## config.mk

```make
export PLATFORM = sky130hd
export DESIGN_NAME = dmem_bus_bridge
export DESIGN_NICKNAME = d
export VERILOG_FILES = /design/src/rtl/dmem_bridge_pkg.sv /design/src/rtl/dmem_lane_align.sv /design/src/rtl/dmem_bus_bridge.sv
export SDC_FILE = /design/constraint.sdc
export NUM_CORES = 1
export LEC_CHECK = 0
export ABC_AREA = 0
export BUFFER_PORTS_ARGS = -buffer_cell sky130_fd_sc_hd__buf_2
export CORE_MARGIN = 8
export CORE_UTILIZATION = 30
export DETAILED_ROUTE_END_ITERATION = 7
export GPL_TIMING_DRIVEN = 0
export PLACE_DENSITY = 0.56
export SLEW_MARGIN = 20
export SYNTH_ARGS = -nofsm -noshare
export SYNTH_HDL_FRONTEND = slang
export SYNTH_SLANG_ARGS = --single-unit
export TNS_END_PERCENT = 50
```

## constraint.sdc

```tcl
create_clock -name clk -period 6.59 [get_ports clk]
set_input_delay 1.977 -clock clk [delete_from_list [all_inputs] [get_ports clk]]
set_output_delay 1.977 -clock clk [all_outputs]
set_load 0.02 [all_outputs]
```

## src/rtl/dmem_bridge_pkg.sv

```systemverilog
// Shared types and helpers for the core-to-bus data bridge.
// Build option: DMEM_BRIDGE_POSTED_WR_EN (see dmem_bus_bridge).
package dmem_bridge_pkg;

  typedef enum logic [1:0] {
    StIdle = 2'd0,
    StReq  = 2'd1,
    StWait = 2'd2,
    StDone = 2'd3
  } bridge_state_e;

  localparam logic [2:0] F3_B  = 3'b000;
  localparam logic [2:0] F3_H  = 3'b001;
  localparam logic [2:0] F3_W  = 3'b010;
  localparam logic [2:0] F3_BU = 3'b100;
  localparam logic [2:0] F3_HU = 3'b101;

  // Unlisted funct3 encodings behave as word accesses.
  function automatic logic is_misaligned(input logic [2:0] funct3, input logic [1:0] addr_lo);
    case (funct3)
      F3_B, F3_BU: return 1'b0;
      F3_H, F3_HU: return addr_lo[0];
      default:     return addr_lo != 2'b00;
    endcase
  endfunction

endpackage

```

## src/rtl/dmem_lane_align.sv

```systemverilog
// Combinational lane logic: byte enables, write replication, load extraction
// and misalignment detection for one data access.
module dmem_lane_align
  import dmem_bridge_pkg::*;
(
  input  logic [2:0]  i_funct3,
  input  logic [1:0]  i_addr_lo,
  input  logic [31:0] i_wdata,
  input  logic [31:0] i_rdata_raw,
  output logic [3:0]  o_be,
  output logic [31:0] o_wdata,
  output logic [31:0] o_rdata,
  output logic        o_misaligned
);

  logic [31:0] w_byte_shift;
  logic [7:0]  w_byte;
  logic [15:0] w_half;

  assign w_byte_shift = i_rdata_raw >> {i_addr_lo, 3'b000};
  assign w_byte       = w_byte_shift[7:0];
  assign w_half       = i_addr_lo[1] ? i_rdata_raw[31:16] : i_rdata_raw[15:0];
  assign o_misaligned = is_misaligned(i_funct3, i_addr_lo);

  always_comb begin
    o_be    = 4'b1111;
    o_wdata = i_wdata;
    o_rdata = i_rdata_raw;
    case (i_funct3)
      F3_B, F3_BU: begin
        o_be    = 4'b0001 << i_addr_lo;
        o_wdata = {4{i_wdata[7:0]}};
        o_rdata = (i_funct3 == F3_B) ? {{24{w_byte[7]}}, w_byte} : {24'd0, w_byte};
      end
      F3_H, F3_HU: begin
        o_be    = i_addr_lo[1] ? 4'b1100 : 4'b0011;
        o_wdata = {2{i_wdata[15:0]}};
        o_rdata = (i_funct3 == F3_H) ? {{16{w_half[15]}}, w_half} : {16'd0, w_half};
      end
      default: ;
    endcase
  end

endmodule

```

## src/rtl/dmem_bus_bridge.sv

```systemverilog
// Turns single-cycle core loads/stores into one valid/ready bus transaction, stalling the core
// until completion. Build option: DMEM_BRIDGE_POSTED_WR_EN enables posted (fire-and-forget) stores.
module dmem_bus_bridge
  import dmem_bridge_pkg::*;
#(
  parameter int unsigned TIMEOUT = 255,
  parameter int unsigned ADDR_W  = 32
) (
  input  logic              clk,
  input  logic              reset,
  input  logic              i_core_re,
  input  logic              i_core_we,
  input  logic [ADDR_W-1:0] i_core_addr,
  input  logic [31:0]       i_core_wdata,
  input  logic [2:0]        i_core_funct3,
  output logic [31:0]       o_core_rdata,
  output logic              o_core_stall,
  output logic              o_core_fault,
  output logic              o_bus_req_valid,
  input  logic              i_bus_req_ready,
  output logic              o_bus_req_we,
  output logic [ADDR_W-1:0] o_bus_req_addr,
  output logic [31:0]       o_bus_req_wdata,
  output logic [3:0]        o_bus_req_be,
  input  logic              i_bus_resp_valid,
  input  logic [31:0]       i_bus_resp_data,
  input  logic              i_bus_resp_err
);

  localparam logic [15:0] TIMEOUT_CNT = 16'(TIMEOUT);

  bridge_state_e     r_state, w_state_d;
  logic [ADDR_W-1:0] r_addr, w_addr_d;
  logic [31:0]       r_wdata, w_wdata_d;
  logic [31:0]       r_rdata, w_rdata_d;
  logic [3:0]        r_be, w_be_d;
  logic [2:0]        r_funct3, w_funct3_d;
  logic              r_we, w_we_d;
  logic              r_fault, w_fault_d;
  logic [15:0]       r_cnt, w_cnt_d;

  logic              w_idle, w_access, w_timeout;
  logic              w_posted, w_wr_block, w_post_fault;
  logic [2:0]        w_la_funct3;
  logic [1:0]        w_la_addr;
  logic [3:0]        w_la_be;
  logic [31:0]       w_la_wdata, w_la_rdata;
  logic              w_la_mis;

  assign w_idle    = r_state == StIdle;
  assign w_access  = i_core_re | i_core_we;
  assign w_timeout = (r_cnt + 16'd1) == TIMEOUT_CNT;

  // Lane logic sees the live core access in IDLE and the captured access afterwards.
  assign w_la_funct3 = w_idle ? i_core_funct3 : r_funct3;
  assign w_la_addr   = w_idle ? i_core_addr[1:0] : r_addr[1:0];

  dmem_lane_align u_lane_align (
    .i_funct3     (w_la_funct3),
    .i_addr_lo    (w_la_addr),
    .i_wdata      (i_core_wdata),
    .i_rdata_raw  (i_bus_resp_data),
    .o_be         (w_la_be),
    .o_wdata      (w_la_wdata),
    .o_rdata      (w_la_rdata),
    .o_misaligned (w_la_mis)
  );

`ifdef DMEM_BRIDGE_POSTED_WR_EN
  logic r_pending;

  always_ff @(posedge clk or posedge reset) begin
    if (reset) begin
      r_pending <= 1'b0;
    end else if (r_state == StReq && i_bus_req_ready && r_we) begin
      r_pending <= 1'b1;
    end else if (r_pending && (i_bus_resp_valid || w_timeout)) begin
      r_pending <= 1'b0;
    end
  end

  assign w_posted     = 1'b1;
  assign w_wr_block   = r_pending;
  assign w_post_fault = r_pending & (i_bus_resp_valid ? i_bus_resp_err : w_timeout);
`else
  assign w_posted     = 1'b0;
  assign w_wr_block   = 1'b0;
  assign w_post_fault = 1'b0;
`endif

  always_comb begin
    w_state_d  = r_state;
    w_addr_d   = r_addr;
    w_wdata_d  = r_wdata;
    w_rdata_d  = r_rdata;
    w_be_d     = r_be;
    w_funct3_d = r_funct3;
    w_we_d     = r_we;
    w_fault_d  = r_fault;
    w_cnt_d    = r_cnt;
    unique case (r_state)
      StIdle: begin
        if (w_access && !w_la_mis && !w_wr_block) begin
          w_state_d  = StReq;
          w_addr_d   = i_core_addr;
          w_funct3_d = i_core_funct3;
          w_we_d     = i_core_we;
          w_be_d     = w_la_be;
          w_wdata_d  = w_la_wdata;
          w_rdata_d  = 32'd0;
          w_fault_d  = 1'b0;
        end
      end
      StReq: begin
        if (i_bus_req_ready) begin
          w_cnt_d   = 16'd0;
          w_state_d = (w_posted && r_we) ? StDone : StWait;
        end
      end
      StWait: begin
        w_cnt_d = r_cnt + 16'd1;
        if (i_bus_resp_valid) begin
          w_state_d = StDone;
          w_rdata_d = i_bus_resp_err ? 32'd0 : w_la_rdata;
          w_fault_d = i_bus_resp_err;
        end else if (w_timeout) begin
          w_state_d = StDone;
          w_rdata_d = 32'd0;
          w_fault_d = 1'b1;
        end
      end
      StDone:  w_state_d = StIdle;
      default: w_state_d = StIdle;
    endcase
    // An outstanding posted write ages on the same counter; it never overlaps REQ/WAIT.
    if (w_wr_block) w_cnt_d = r_cnt + 16'd1;
  end

  always_ff @(posedge clk or posedge reset) begin
    if (reset) begin
      r_state  <= StIdle;
      r_addr   <= '0;
      r_wdata  <= 32'd0;
      r_rdata  <= 32'd0;
      r_be     <= 4'd0;
      r_funct3 <= 3'd0;
      r_we     <= 1'b0;
      r_fault  <= 1'b0;
      r_cnt    <= 16'd0;
    end else begin
      r_state  <= w_state_d;
      r_addr   <= w_addr_d;
      r_wdata  <= w_wdata_d;
      r_rdata  <= w_rdata_d;
      r_be     <= w_be_d;
      r_funct3 <= w_funct3_d;
      r_we     <= w_we_d;
      r_fault  <= w_fault_d;
      r_cnt    <= w_cnt_d;
    end
  end

  assign o_core_stall    = (r_state == StReq) | (r_state == StWait) |
                           (w_idle & w_access & ~w_la_mis);
  assign o_core_fault    = (w_idle & w_access & w_la_mis) | ((r_state == StDone) & r_fault) |
                           w_post_fault;
  assign o_core_rdata    = (r_state == StDone) ? r_rdata : 32'd0;
  assign o_bus_req_valid = r_state == StReq;
  assign o_bus_req_we    = r_we;
  assign o_bus_req_addr  = {r_addr[ADDR_W-1:2], 2'b00};
  assign o_bus_req_wdata = r_wdata;
  assign o_bus_req_be    = r_be;

endmodule
```

==> reports/qor.yml, run 1 <==
outcome:
  result_of_the_run: "complete, no violations"
cells_and_area:
  post_route_cells_drive_above_1_share_pct: 36.4
  flow.area_growth_from_synthesis_pct: 29.4
  fin_cells: 1242
  finalInstanceArea_mm2: 0.00886
  nets: 1054
  layout.core_utilization_pct: 39.4
worst_hold_path:
  holdCritPathClass: "flip-flop to flip-flop"
placement:
  gp_congestion: 0.848
  hpwl_um: 17000
  buffer_ports.inserted: 207
  place.detailed.instances: 1208
  postPlaceCellArea_mm2: 0.00828
logic_synthesis:
  synth_largest_type_area_fraction_pct: 45.0
  postSynthAreaPerCell_um2: 9.59
  netlist.top_cell.by_area: "dfrtp_1"
  post_synth_main_area_contributors: "dfrtp_1 45%, mux2_2 8.2%, nand2_1 6.7%"
  synth.distinct_cells: 55
  syn_area_mm2: 0.00685
  synth_warnings: 0
  synth_seq_area_share_pct: 45.0
  syn-instance-count: 714
  synth_enable_flop_cells: 0
  fraction_of_registers_with_async_set_reset_pct: 100
  yosys_register_bits: 123
  yosys-top-cells-count: "123 x dfrtp_1, 123 x nand2_1, 63 x o21ai_0"
  prevailing_post_synth_register_cell: "dfrtp_1"
cts:
  cts_resized: 0
  cts.root.buffer_cell: "clkbuf_16"
  clk_transition_reported_paths_ns: 0.07
  holdBufCountCts: 0
  number_of_clock_buffers_inserted_by_tritoncts: 17
  cts_max_level: 4
  clk_path_buf_depth: 2
  sinks_on_the_clock_net: 123
  clock_insertion_delay_worst_skew_ns: 0.42
  tritoncts: "built"
  post-cts-setup-buffers: 0
floorplan:
  die_w_um: 167
  design.die.area_mm2: 0.0279
  initial_utilization_pct: 30.4
  core_region_area_mm2: 0.0225
  pin_count: 210
  rows: 55
  fp.dieH_um: 167
timing:
  worstMarginPinSlew_ns: 1.03
  setup_violations: 0
  maximum_achievable_frequency_mhz: 172
  min_period_ns: 5.81
  fin_crit_sh_pct: 88.1
  skew_ns: 0.0123
  max-slew-margin-rel_pct: 30.6
  unrepaired_setup_endpoints_after_global_routing: "false"
  slew_viol_final: 0
  report.final.hold_viol_count: 0
worst_setup_path:
  critPathMaxFanout: 10
  worst-setup-path-type: "input port to primary output"
  critical_path_required_ns: 4.61
  crit_path_end_kind: "primary output"
  cp_data_arrival_time_ns: 3.83
  start_kind: "input port"
power_and_ir_drop:
  vdd_ir_drop_max_v: 0.000209
  switching_part_of_the_total_power_pct: 43.9
  power_density_mw_per_mm2: 496
  netSwitchingPower_mw: 1.93
  clkPwrFrac_pct: 21.1
  totalPowerFinal_mw: 4.39
  power.sequential.fraction_pct: 28.8
  internal_power_mw: 2.47
  comb_power_share_pct: 50.1
  power_leakage_nw: 4.17
routing:
  routed_wire_length_um: 22600
  drt_pass1_iterations: 5
  dr_vias_cell: 5.02
  drtIter0Drc: 448
  remaining_drc_errors: 0
  route.vias.total: 6237
  antenna_violating_nets_post_route: 0
  detail_route.wl_per_cell_um: 18.2
grt:
  grt.total_usage_pct: 16.0
  via_count_of_the_first_global_routing_pass: 6239
  grt_antenna_before_repair: 3
  grt_pass1_wl_um: 35300
  grt_max_degree: 74
  grt-ovfl-total: 0
run:
  max_cap_viol: 0
-- area by class of cell --
cell class                      instances  area [um^2]
Fill cell                            2284        13600
Clock buffer                           17          425
Tap cell                              285          357
Inverter                                7         33.8
Clock inverter                         15          150
Sequential cell                       123         3080
Antenna cell                            2         5.00
Multi-Input combinational cell        505         3290
Buffer                                 80          454
Timing Repair Buffer                  208         1060
-- worst max-delay path, stage by stage --
cell	delay, ns
buf_2	0.13
nor2_1	0.06
a21oi_1	0.13
buf_2	0.33
a21oi_1	0.14
nand2_1	0.16
buf_2	0.28
buf_2	0.35
nand2b_1	0.10
buf_2	0.17
-- cell families (layout without fill, tap and decap cells) --
family	count (synthesis)	count (layout)	synth area share, %
multiplexers	82	82	13.1
adder cells (fa/ha/maj)	6	6	1.10
XOR/XNOR	5	5	0.640
flip-flops	123	123	45.0
AND/OR/NAND/NOR	216	216	14.8
buffers and inverters	87	327	7.02
AO/OA/AOI/OAI	194	194	18.3
other	1	4	0.0548
-- cells in the final DEF, fill, tap and decap left out, drive strengths merged, types with 2 or more instances in the layout --
| cell | netlist | routed |
|---|---|---|
| o31ai | 7 | 7 |
| and3 | 4 | 4 |
| a2bb2oi | 7 | 7 |
| and2 | 34 | 34 |
| ha | 6 | 6 |
| dfrtp | 123 | 123 |
| o211ai | 46 | 46 |
| inv | 7 | 16 |
| nand2b | 4 | 4 |
| nand3 | 10 | 10 |
| a22oi | 15 | 15 |
| mux2 | 50 | 50 |
| xnor2 | 4 | 4 |
| buf | 52 | 260 |
| or2 | 2 | 2 |
| mux2i | 31 | 31 |
| clkbuf | 28 | 45 |
| nor2 | 17 | 17 |
| o221ai | 8 | 8 |
| a31oi | 6 | 6 |
| diode | 0 | 2 |
| and4 | 2 | 2 |
| clkinv | 0 | 5 |
| nand2 | 123 | 123 |
| a32oi | 2 | 2 |
| nor4 | 2 | 2 |
| conb | 1 | 2 |
| nor3 | 5 | 5 |
| a21oi | 27 | 27 |
| o21ai | 67 | 67 |
| nand4 | 6 | 6 |
| o41ai | 2 | 2 |
-- per-layer routing --
metal  GRT usage, %  part of all wire (%)  vias up
li1               -                     -     3007
met1           20.0                    45     3037
met2           26.8                    49      170
met3           4.18                   5.3       21
met4           4.74                   1.3        2
met5              0                 0.071        -
-- final timing paths --
path / depth (start not counted) / start / end / slack [ns]
worst max-delay path: 10 / i_core_funct3[1] / o_core_stall / 0.78
worst min-delay path: 2 / o_bus_req_wdata[23] / o_bus_req_wdata[23] / 0.48
worst max register to register: 9 / r_state[1] / r_rdata[4] / 3.49
worst min register to register: 2 / o_bus_req_wdata[23] / o_bus_req_wdata[23] / 0.48
max in group asynchronous: 3 / reset / r_addr[0] / 4.34
min in group asynchronous: 2 / reset / r_addr[20] / 1.56
-- sequential cells by signal, indices dropped and copies added, names as in the netlist --
signal           cells
o_bus_req_wdata     32
r_addr              32
r_rdata             32
r_cnt               16
o_bus_req_be         4
r_funct3             3
r_state              2
o_bus_req_we         1
r_fault              1
-- stage by stage --
stage / setup slack, ns / hold slack [ns] / TNS, ns
6_report: 0.784 / 0.478 / 0
4_1_cts: 0.715 / 0.481 / 0
3_5_place_dp: 0.727 / 0.466 / 0
5_1_grt: 0.544 / 0.497 / 0
2_1_floorplan: 1.34 / 0.460 / 0
3_3_place_gp: -0.547 / 0.459 / -66.08
-- power by group through the flow --
stage | clock [mW] | sequential, mW | combinational [mW]
after floorplan | 0 | 1.37 | 1.41
after global placement | 0 | 1.27 | 2.20
after detailed placement | 0 | 1.27 | 2.21
after CTS | 0.958 | 1.26 | 2.22
after global routing | 0.988 | 1.31 | 2.40
final | 0.928 | 1.26 | 2.20
(Power assumes the default switching activity.)
==> run 2: changes to the inputs <==
CORE_UTILIZATION = 45   (was 30)
PLACE_DENSITY = 0.76   (was 0.56)
REMOVE_ABC_BUFFERS = 1   (was not set)
==> run 2 against run 1 <==
  * Routed wire length is 14% lower
  * Sequential power hardly changed
  * Global-route usage is 3.9 points higher
  * Register-to-register slack worse by 0.81 ns
  * Sequential share of layout area is 1.8 points higher
  * Die area is 30% lower
  * Final cell count is 14% lower
  * Total power is 3.2% lower
  * Non-clock buffer count is 75 lower
  * First-iteration DRC count is 10% lower
  * Clock-buffer cell count is 3 higher
==> reports/qor.yml, run 2 (synthesis results as in run 1) <==
worst_setup_path:
  critical_path_required_ns: 4.61  # about the same
  worstSetupStartpoint: "i_core_funct3[1]"  # unchanged
  critPathMaxFanout: 68  # was 10
  cp_data_arrival_time_ns: 4.10  # was 3.83 ns
  r2r_start: "r_state[1]"  # unchanged
  start_kind: "input port"  # unchanged
  crit_path_end_kind: "primary output"  # unchanged
  worst-setup-path-type: "input port to primary output"  # unchanged
timing:
  max-slew-margin-rel_pct: 31.0  # was 30.6%
  setup_violations: 0  # unchanged
  unrepaired_setup_endpoints_after_global_routing: "false"  # unchanged
  final_critical_path_setup_slack_ns: 0.513  # was 0.784 ns
  report.final.hold_viol_count: 0  # unchanged
  skew_ns: 0.00659  # was 0.0123 ns
  worstMarginPinSlew_ns: 1.03  # about the same
  min_period_ns: 6.08  # was 5.81 ns
  fin_crit_sh_pct: 92.2  # was 88.1%
  maximum_achievable_frequency_mhz: 165  # was 172 MHz
  aggregate_negative_setup_slack_ns: 0  # unchanged
  slew_viol_final: 0  # unchanged
placement:
  hpwl_um: 13700  # was 17000 um
  gp_congestion: 0.844  # was 0.848
  place.detailed.instances: 1036  # was 1208
  buffer_ports.inserted: 207  # unchanged
  minimum_setup_slack_after_placement_ns: 0.572  # was 0.727 ns
cts:
  tritoncts: "built"  # unchanged
  number_of_clock_buffers_inserted_by_tritoncts: 17  # unchanged
  clock_insertion_delay_worst_skew_ns: 0.41  # was 0.42 ns
  sinks_on_the_clock_net: 123  # unchanged
  holdBufCountCts: 0  # unchanged
  cts.root.buffer_cell: "clkbuf_16"  # unchanged
  post-cts-setup-buffers: 0  # unchanged
  cts_resized: 0  # unchanged
  cts_max_level: 4  # unchanged
  clk_path_buf_depth: 2  # unchanged
  clk_transition_reported_paths_ns: 0.06  # was 0.07 ns
worst_hold_path:
  worstHoldStart: "o_bus_req_be[0]"  # was o_bus_req_wdata[23]
  holdCritPathClass: "flip-flop to flip-flop"  # unchanged
floorplan:
  design.die.area_mm2: 0.0194  # was 0.0279 mm^2
  pin_count: 210  # unchanged
  die_w_um: 139  # was 167 um
  rows: 45  # was 55
  core_region_area_mm2: 0.0150  # was 0.0225 mm^2
  fp.dieH_um: 139  # was 167 um
  initial_utilization_pct: 45.5  # was 30.4%
routing:
  detail_route.wl_per_cell_um: 18.1  # was 18.2 um
  antenna_violating_nets_post_route: 0  # unchanged
  drtIter0Drc: 402  # was 448
  route.vias.total: 5968  # was 6237
  routed_wire_length_um: 19400  # was 22600 um
  drt_pass1_iterations: 5  # unchanged
  remaining_drc_errors: 0  # unchanged
  dr_vias_cell: 5.58  # was 5.02
grt:
  grt_pass1_wl_um: 31300  # was 35300 um
  grt_antenna_before_repair: 1  # was 3
  via_count_of_the_first_global_routing_pass: 5872  # was 6239
  grt_max_degree: 70  # was 74
  grt-ovfl-total: 0  # unchanged
  grt.total_usage_pct: 19.9  # was 16.0%
cells_and_area:
  post_route_cells_drive_above_1_share_pct: 35.5  # was 36.4%
  final_cell_mix: "207 x buf_2, 123 x dfrtp_1, 122 x nand2_1"  # was 219 x buf_2, 123 x nand2_1, 123 x dfrtp_1
  n_fill_cell: 1377  # was 2284
  mostFrequentLayoutCell: "buf_2"  # unchanged
  flow.area_growth_from_synthesis_pct: 23.1  # was 29.4%
  fin_cells: 1069  # was 1242
  nets: 979  # was 1054
power_and_ir_drop:
  vdd_ir_drop_max_v: 0.000299  # was 0.000209 V
  power_leakage_nw: 3.95  # was 4.17 nW
  power_density_mw_per_mm2: 505  # was 496 mW/mm^2
run:
  max_cap_viol: 0  # unchanged
outcome:
  result_of_the_run: "complete, no violations"  # unchanged
-- run 2: changes by cell type in the layout (fill, tap and decap cells not counted), sizes merged --
cell	delta
clkinvlp	+3
bufinv	+1
inv	-8
diode	-1
clkinv	+1
buf	-47
clkbuf	-25
-- run 2: layout make-up --
cell class	instances	area, um^2	share of cell area, %
Clock buffer	20	457	5.42
Inverter	7	33.8	0.401
Multi-Input combinational cell	505	3340	39.6
Antenna cell	1	2.50	0.0297
Sequential cell	123	3080	36.5
Timing Repair Buffer	213	1160	13.8
Tap cell	188	235	2.79
Clock inverter	12	121	1.44
-- run 2: critical path: stages --
cell and delay (ns):
buf_2 0.14, nor2_1 0.08, a21oi_2 0.66, a21oi_1 0.29, nand2_4 0.35, buf_16 0.31, nand2b_1 0.09, buf_2 0.16
-- run 2: path summary, 6_finish.rpt --
path	endpoint	slack (ns)	cells after the start
max in group asynchronous	o_bus_req_be[1]	4.34	3
max	o_core_stall	0.51	8
max reg2reg	r_rdata[0]	2.68	8
min reg2reg	o_bus_req_be[0]	0.47	2
min in group asynchronous	r_addr[3]	1.57	2
min	o_bus_req_be[0]	0.47	2
-- run 2: through the flow --
stage | instance area (um^2) | total power, mW | utilization (%) | hold WS, ns
floorplan | 6390 | 2.59 | - | 0.460
global placement | 7670 | 3.21 | 51.0 | 0.458
detailed placement | 7840 | 3.35 | 52.2 | 0.464
CTS | 8420 | 4.28 | 56.0 | 0.477
global route | 8430 | 4.52 | 56.0 | 0.480
finish | 8430 | 4.25 | 56.0 | 0.469
-- run 2: metal layers --
metal  vias to the layer above  global-route usage (%)  part of all wire, %
met4                         0                    5.83                  1.1
met5                         -                       0                    0
met1                      2920                    24.3                   41
met3                        17                    5.61                  6.6
li1                       2837                       -                    -
met2                       194                    33.5                   51
-- run 2: power breakdown --
group	total, mW	internal [mW]	leakage (nW)	switching, mW
Clock	0.919	0.573	0.282	0.346
Sequential	1.27	1.08	1.56	0.195
Combinational	2.06	0.775	2.11	1.28
